--- config.mk ---
export PLATFORM = sky130hd
export DESIGN_NAME = ldm_stm_sequencer
export DESIGN_NICKNAME = d
export VERILOG_FILES = /design/src/rtl/ldm_stm_pkg.sv /design/src/rtl/first_one_16.sv /design/src/rtl/reg_popcount.sv /design/src/rtl/ldm_stm_sequencer.sv
export SDC_FILE = /design/constraint.sdc
export NUM_CORES = 1
export LEC_CHECK = 0
export BUFFER_PORTS_ARGS = -buffer_cell sky130_fd_sc_hd__buf_2
export CAP_MARGIN = 20
export CORE_MARGIN = 4
export CORE_UTILIZATION = 40
export DETAILED_ROUTE_END_ITERATION = 8
export PLACE_DENSITY = 0.72
export RECOVER_POWER = 25
export SYNTH_ARGS = -nofsm -noshare
export SYNTH_HDL_FRONTEND = slang
export SYNTH_SLANG_ARGS = --single-unit
--- constraint.sdc ---
create_clock -name i_clk -period 14.55 [get_ports i_clk]
set_input_delay 0 -clock i_clk [delete_from_list [all_inputs] [get_ports i_clk]]
set_output_delay 0 -clock i_clk [all_outputs]
set_load 0.03 [all_outputs]
--- src/rtl/ldm_stm_pkg.sv ---
// Shared definitions for the LDM/STM multi-register transfer sequencer.
package ldm_stm_pkg;

    typedef enum logic [1:0] {
        StIdle = 2'd0,
        StXfer = 2'd1,
        StWb   = 2'd2
    } state_e;

    // Encoded as {P, U}.
    typedef enum logic [1:0] {
        AmDa = 2'b00,
        AmIa = 2'b01,
        AmDb = 2'b10,
        AmIb = 2'b11
    } amode_e;

    localparam int unsigned WORD_BYTES = 4;

endpackage

--- src/rtl/first_one_16.sv ---
// Index of the least-significant set bit of a 16-bit vector; 0 when empty.
module first_one_16 (
    input  logic [15:0] i_vec,
    output logic [3:0]  o_idx
);

    always_comb begin
        o_idx = '0;
        for (int i = 15; i >= 0; i--) begin
            if (i_vec[i]) begin
                o_idx = 4'(i);
            end
        end
    end

endmodule

--- src/rtl/reg_popcount.sv ---
// Counts set bits in a 16-bit register list.
module reg_popcount (
    input  logic [15:0] i_mask,
    output logic [4:0]  o_count
);

    always_comb begin
        o_count = '0;
        for (int i = 0; i < 16; i++) begin
            o_count = o_count + 5'(i_mask[i]);
        end
    end

endmodule

--- src/rtl/ldm_stm_sequencer.sv ---
// LDM/STM sequencer: one register transfer per acked beat, optional base writeback.
// Optional user-bank support is enabled by defining LDMSTM_USER_BANK_EN.
module ldm_stm_sequencer
    import ldm_stm_pkg::*;
#(
    parameter int unsigned ADDR_W = 32
) (
    input  logic              i_clk,
    input  logic              i_rst,
    input  logic              i_start,
    output logic              o_ready,
    input  logic [15:0]       i_reg_list,
    input  logic [ADDR_W-1:0] i_base,
    input  logic              i_p,
    input  logic              i_u,
    input  logic              i_wback,
    input  logic              i_load,
    input  logic              i_s_bit,
    output logic              o_valid,
    input  logic              i_ack,
    input  logic              i_abort,
    output logic [3:0]        o_reg_idx,
    output logic [ADDR_W-1:0] o_addr,
    output logic              o_load,
    output logic              o_last,
    output logic              o_user_bank,
    output logic              o_wb_valid,
    output logic [ADDR_W-1:0] o_wb_addr,
    output logic              o_done,
    output logic              o_aborted
);

    state_e            state_q, state_d;
    logic [15:0]       mask_q, mask_d;
    logic [ADDR_W-1:0] addr_q, addr_d;
    logic [ADDR_W-1:0] wb_addr_q, wb_addr_d;
    logic              wback_q, wback_d;
    logic              load_q, load_d;
    logic              done_q, done_d;
    logic              aborted_q, aborted_d;

    logic [4:0]        count;
    logic [3:0]        first_idx;
    logic [ADDR_W-1:0] n4;
    logic [ADDR_W-1:0] word;
    logic [ADDR_W-1:0] start_addr;
    logic              accept;
    logic              last;
    amode_e            amode;

    reg_popcount u_popcount (
        .i_mask  (i_reg_list),
        .o_count (count)
    );

    first_one_16 u_first_one (
        .i_vec (mask_q),
        .o_idx (first_idx)
    );

    // Ready drops during the done pulse so a new sequence starts only after it.
    assign o_ready = (state_q == StIdle) && !done_q;
    assign accept  = i_start && o_ready;
    assign last    = $onehot(mask_q);
    assign n4      = ADDR_W'({count, 2'b00});
    assign word    = ADDR_W'(WORD_BYTES);
    assign amode   = amode_e'({i_p, i_u});

    always_comb begin
        start_addr = i_base;
        unique case (amode)
            AmIa:    start_addr = i_base;
            AmIb:    start_addr = i_base + word;
            AmDa:    start_addr = i_base - n4 + word;
            AmDb:    start_addr = i_base - n4;
            default: start_addr = i_base;
        endcase
    end

    always_comb begin
        state_d   = state_q;
        mask_d    = mask_q;
        addr_d    = addr_q;
        wb_addr_d = wb_addr_q;
        wback_d   = wback_q;
        load_d    = load_q;
        done_d    = 1'b0;
        aborted_d = 1'b0;
        unique case (state_q)
            StIdle: begin
                if (accept) begin
                    mask_d    = i_reg_list;
                    addr_d    = start_addr;
                    wb_addr_d = i_u ? (i_base + n4) : (i_base - n4);
                    wback_d   = i_wback;
                    load_d    = i_load;
                    if (i_reg_list == 16'h0000) begin
                        done_d = 1'b1;
                    end else begin
                        state_d = StXfer;
                    end
                end
            end
            StXfer: begin
                if (i_abort) begin
                    state_d   = StIdle;
                    done_d    = 1'b1;
                    aborted_d = 1'b1;
                end else if (i_ack) begin
                    mask_d = mask_q & (mask_q - 16'd1);
                    addr_d = addr_q + word;
                    if (last) begin
                        if (wback_q) begin
                            state_d = StWb;
                        end else begin
                            state_d = StIdle;
                            done_d  = 1'b1;
                        end
                    end
                end
            end
            StWb: begin
                state_d = StIdle;
                done_d  = 1'b1;
            end
            default: state_d = StIdle;
        endcase
    end

    always_ff @(posedge i_clk) begin
        if (i_rst) begin
            state_q   <= StIdle;
            mask_q    <= '0;
            addr_q    <= '0;
            wb_addr_q <= '0;
            wback_q   <= 1'b0;
            load_q    <= 1'b0;
            done_q    <= 1'b0;
            aborted_q <= 1'b0;
        end else begin
            state_q   <= state_d;
            mask_q    <= mask_d;
            addr_q    <= addr_d;
            wb_addr_q <= wb_addr_d;
            wback_q   <= wback_d;
            load_q    <= load_d;
            done_q    <= done_d;
            aborted_q <= aborted_d;
        end
    end

    assign o_valid    = (state_q == StXfer);
    assign o_reg_idx  = o_valid ? first_idx : 4'd0;
    assign o_addr     = addr_q;
    assign o_last     = o_valid && last;
    assign o_load     = load_q;
    assign o_wb_valid = (state_q == StWb);
    assign o_wb_addr  = wb_addr_q;
    assign o_done     = done_q;
    assign o_aborted  = aborted_q;

`ifdef LDMSTM_USER_BANK_EN
    logic s_q, s_d;
    logic r15_q, r15_d;

    always_comb begin
        s_d   = s_q;
        r15_d = r15_q;
        if (accept) begin
            s_d   = i_s_bit;
            r15_d = i_reg_list[15];
        end
    end

    always_ff @(posedge i_clk) begin
        if (i_rst) begin
            s_q   <= 1'b0;
            r15_q <= 1'b0;
        end else begin
            s_q   <= s_d;
            r15_q <= r15_d;
        end
    end

    // LDM with r15 in the list is an exception return and keeps the current bank.
    assign o_user_bank = o_valid && s_q && (!load_q || !r15_q);
`else
    logic unused_s_bit;
    assign unused_s_bit = i_s_bit;
    assign o_user_bank  = 1'b0;
`endif

endmodule

---- Word level (Yosys, flattened, before mapping) ----
Cells that the tools add are included.
word-level totals
  register bits ........................... 86
  input port bits ......................... 58
  output and inout port bits .............. 76
operators by class
  add/subtract/negate cells ............... 36
  reductions and logical operators ........ 12
  equal/unequal tests ..................... 12
  multiplexer cells ....................... 42
  bitwise logic cells ..................... 2
operator list
  kind                   count
  $mux 32                4
  $pmux 32 s4            1
  $add 32x3->32 const B  3
  $add 5x1->5            14
  $mux 4                 17
  $pmux 32 s2            1
  $mux 16                3
  $add 32x7->32          1
  $pmux 16 s2            1
  $sub 32x7->32          1
  $add 1x1->2            9
  $and 16x16->16         1
  $logic_not 16->1       1
  $sub 16x1->16 const B  1
  $add 2x2->3            4
  $mux 2                 6
  $add 3x3->4            2
  $reduce_and 4->1       2
  $mux 1                 7
  $eq 2x2->1 const B     3
  $ne 2x2->1 const B     3
  $ne 3x1->1 const B     2
  $add 4x4->5            1
  $eq 5x1->1 const B     1
  11 further kinds       15

---- Longest topological paths before layout ----
  depth in word-level cells ............... 20
  mapped depth ............................ 28
  gate-level depth less buffers ........... 26

---- Hierarchy ----
A second synthesis with hierarchy kept.
unflattened totals
  cells, all modules ...................... 1251
  area, all modules ....................... 8717.1 um^2
modules (own cells, without submodules)
  module             area an instance (um^2)  cells an instance  sequential area each (um^2)  instances
  ldm_stm_sequencer  8130.3                   1173               1721.7                       1
  reg_popcount       407.9                    47                 0.0                          1
  first_one_16       178.9                    31                 0.0                          1

---- Worst setup path after synthesis ----
Ideal clock, no wire load.
  path type ............................... input port to flip-flop
  start ................................... in i_reg_list[0]
  end ..................................... reg addr_q[28] (netlist: o_addr[28])
  arrival time ............................ 6.252 ns
  data required time ...................... 14.420 ns
  slack ................................... 8.168 ns
  cell stages on the path ................. 24
  library setup time ...................... 0.130 ns
  path buffers ............................ 2
  cells stage by stage .................... inv_1 > ha_1 > inv_1 > fa_1 > fa_1 > fa_1 > fa_1 > fa_1 > fa_1 > nor2b_1 > o21a_1 > inv_1 > ha_1 > or4_1 > buf_2 > or4_1 > or3_1 > a22oi_1 > and4_1 > buf_4 > nand3_1 > or4_1 > a31oi_1 > o22ai_1
on the way
  word-level cells in the longest chain between the ends .. 20
RTL lines
  what                         RTL line                                          text
  start: declaration           ldm_stm_sequencer.sv:12                           input logic [15:0] i_reg_list,
  $add 1x1->2 *                reg_popcount.sv:10                                o_count = o_count + 5'(i_mask[i]);
  $add 5x1->5 * (14 in a row)  reg_popcount.sv:10
  $sub 32x7->32 *              ldm_stm_sequencer.sv:74, ldm_stm_sequencer.sv:75
  $add 32x3->32                ldm_stm_sequencer.sv:74                           AmDa: start_addr = i_base - n4 + word;
  $pmux 32 s4 *                ldm_stm_sequencer.sv:71                           unique case (amode)
  $mux 32 *                    ldm_stm_sequencer.sv:91                           if (accept) begin
  $pmux 32 s2 *                ldm_stm_sequencer.sv:89                           unique case (state_q)
  end signal: assignment       ldm_stm_sequencer.sv:143                          addr_q <= addr_d;
  end: declaration             ldm_stm_sequencer.sv:35                           logic [ADDR_W-1:0] addr_q, addr_d;
Mark *: on every way between the ends. The rest lies on a longest branch, timed or not. The select of a mux whose other input is x is not followed.
A chain may end at the register's enable or synchronous reset.

---- Final worst setup path ----
Ends and elaborated chain as after synthesis.

==> results.json <==
{
  "worstRegToRegCells": 16,
  "min-delay-path-class": "input port to flip-flop",
  "vdd.ir_drop.worst_uv": 168,
  "initial_core_util_pct": 41.1,
  "hold_path_startpoint": "i_base[12]",
  "nets": 1466,
  "slew_viol_final": 0,
  "drtPass1Iterations": 5,
  "floorplan.die_area_um2": 24300,
  "timing.rr.start": "mask_q[0]",
  "post_synth_main_area_contributors": "dfxtp_1 20%, nand2_1 7.3%, a21oi_1 6.5%",
  "synth.ff_latch_count": 86,
  "clock-skew-final_ns": 0.0164,
  "first_global_vias": 9574,
  "period_share_pct": 53.8,
  "total_cts_buffers": 9,
  "root_buffer": "clkbuf_16",
  "grt_pass1_wl_um": 50600,
  "sequential_share_of_the_synthesized_area_pct": 19.7,
  "layout_commonest_cell": "nand2_1",
  "insertedDiodeCount": 0,
  "tritoncts": "yes",
  "outcome": "finished, final reports clean",
  "post_drt_wl_per_cell_um": 19.5,
  "hold_end": "o_addr[12]",
  "placement.io_buffers": 131,
  "postSynth.asyncResetShare_pct": 0,
  "synthesis.area_per_instance_um2": 6.89,
  "cts_max_level": 3,
  "cp_max_fo": 7,
  "cts.sinks": 86,
  "drt_iter0_markers": 1064,
  "final-hold-violation-count": 0,
  "post-synth-top-area-cell": "dfxtp_1",
  "critPathKind": "input port to flip-flop",
  "gpl.final_weighted_congestion": 0.994,
  "worst_setup_path_end_kind": "flip-flop",
  "static-leakage-power_nw": 3.85,
  "worst_pin_slew_ns": 1.04,
  "worst_setup_path_start_kind": "input port",
  "fp.dieH_um": 156,
  "placement_rows": 53,
  "setup_violations": 0,
  "worst-endpoint-required_ns": 14.76,
  "edff_count_synth": 0,
  "netlist_area_um2": 8740,
  "worst_setup_hold_path_clk_slew_ns": 0.07,
  "insertion_delay_ns": 0.37,
  "count_of_max_cap_constraint_violations": 0,
  "detail_route.vias_per_cell": 6.16,
  "holdPathStages": 3,
  "yosys_warnings": 0,
  "final_cell_mix": "171 x nand2_1, 116 x nor2_1, 113 x a21oi_1",
  "dieWidth_um": 156,
  "cts_setup_buffers": 0,
  "rsz0062_at_grt": "false",
  "synth_cells": 1268,
  "synth_nets": 1378,
  "io_pins": 134,
  "finalWirelength_um": 31900,
  "power_density_nw_per_um2": 136,
  "timing.rr.end": "state_q[1]",
  "cts.path.max_buffers": 2,
  "num_vias": 10072,
  "setup_tns_ns": 0,
  "antenna_left": 0,
  "synth_ff_type": "dfxtp_1",
  "cts-hold-fix-buffers": 22,
  "post_synth_num_cell_types": 81,
  "grt_max_degree": 79,
  "final.min_clock_period_ns": 7.83,
  "gr-usage-all-layers_pct": 25.8,
  "overflow": 0,
  "total_power_mw": 1.36,
  "syn2layout_area_growth_pct": 14.3,
  "critical_path_arrival_ns": 8.04,
  "slew_headroom_pct": 30.4,
  "postCtsResizedCells": 0,
  "grt_antenna_before_repair": 0,
  "dpl_cell_area_um2": 9510,
  "timing.reg2reg.setup_slack_ns": 9.52,
  "achievable-frequency_ghz": 0.128,
  "final_layout_size_suffix_gt1_share_pct": 10.8,
  "dp.final_hpwl_um": 23400,
  "detail_route.drc_violations": 0,
  "yosysTopAreaCellShare_pct": 19.7,
  "floorplan.core_area_um2": 21300,
  "layout.cell_area.non_filler_um2": 9990
}
[per-layer routing]
metal / up-vias / share of wire (%) / track usage (%)
li1: 4733 / - / -
met1: 4707 / 40 / 33.4
met2: 538 / 46 / 41.4
met3: 94 / 10 / 5.74
met4: 0 / 4.1 / 11.2
met5: - / 0 / 0
[sequential cells by signal, summed over array words and instances, names as in the netlist]
name       count
wback_q        1
state_q        2
o_wb_addr     32
o_load         1
o_aborted      1
mask_q        16
o_done         1
o_addr        32
[how the worst max path moves through the flow]
stage               slack (ns)  cells after the start          to     startpoint
floorplan                 8.17                     24  o_addr[28]  i_reg_list[0]
finish                    6.72                     24  o_addr[28]  i_reg_list[0]
CTS                       6.87                     24  o_addr[28]  i_reg_list[0]
detailed placement        7.03                     23  o_addr[28]  i_reg_list[0]
global placement          7.11                     23  o_addr[28]  i_reg_list[0]
global route              6.44                     24  o_addr[28]  i_reg_list[0]
[cell type report]
| class | count | area [µm²] |
|---|---|---|
| Fill cell | 2198 | 11300 |
| Multi-Input combinational cell | 1020 | 6410 |
| Sequential cell | 86 | 1720 |
| Timing Repair Buffer | 167 | 931 |
| Tap cell | 275 | 344 |
| Inverter | 72 | 270 |
| Clock buffer | 9 | 225 |
| Clock inverter | 7 | 91.3 |
[power by group]
| part | internal (mW) | switching [mW] |
|---|---|---|
| logic | 0.273 | 0.519 |
| registers | 0.270 | 0.0370 |
| clock network | 0.138 | 0.123 |
| total | 0.681 | 0.679 |
[per-stage QoR]
stage	hold WS [ns]	cells	utilization, %	worst slack [ns]
after floorplan	0.0760	1268	-	8.17
after global placement	0.243	1598	44.7	7.11
after detailed placement	0.249	1598	44.7	7.03
after CTS	0.00497	1636	47.2	6.87
after global routing	0.0607	1636	47.0	6.44
final	0.0142	1636	47.0	6.72
[cells by family after synthesis]
logic type | count (synthesis) | synth area share [%]
AO/OA/AOI/OAI | 357 | 26.2
adder cells (fa/ha/maj) | 52 | 9.33
flip-flops | 86 | 19.7
other | 1 | 0.0429
XOR/XNOR | 66 | 6.61
multiplexers | 11 | 1.32
buffers and inverters | 162 | 7.06
AND/OR/NAND/NOR | 533 | 29.8
[Yosys cell counts, types with 4 or more instances]
cell / number
o311ai_0: 5
o32ai_1: 7
clkbuf_1: 75
or2_2: 7
nor2_1: 116
buf_1: 12
xor2_1: 25
a22oi_1: 13
a311oi_1: 7
inv_1: 69
nand2b_1: 15
a31oi_1: 19
nor2b_1: 14
a2111oi_0: 4
mux2i_1: 7
o21ai_1: 4
a21oi_1: 113
fa_1: 22
a31o_2: 4
o21a_1: 5
and2_1: 10
o21bai_1: 11
nor4b_1: 4
o31a_1: 4
a211oi_1: 18
o21ai_0: 72
nor4_1: 26
and3_1: 15
a21o_1: 11
nor3_1: 43
nand4_1: 26
o211ai_1: 4
dfxtp_1: 86
xnor2_1: 41
nand2_1: 171
a221oi_1: 12
o22ai_1: 12
or3_1: 14
nand3_1: 39
or4_1: 10
ha_1: 30
nand4b_1: 5
and4_1: 4
[worst max-delay path, stage by stage]
cell,delay (ns)
dlygate4sd3_1,0.53
buf_2,0.14
inv_1,0.05
ha_1,0.28
inv_1,0.06
fa_1,0.43
fa_1,0.49
fa_1,0.53
fa_1,0.43
fa_1,0.41
fa_1,0.43
nor2b_1,0.13
o21a_1,0.19
inv_1,0.06
ha_1,0.27
nor4_2,0.58
nand3_1,0.45
or3_1,0.43
a2111o_1,0.43
a211oi_2,0.53
nand3_1,0.26
or4_1,0.55
a31oi_1,0.29
o22ai_1,0.11
(Power assumes the default switching activity.)
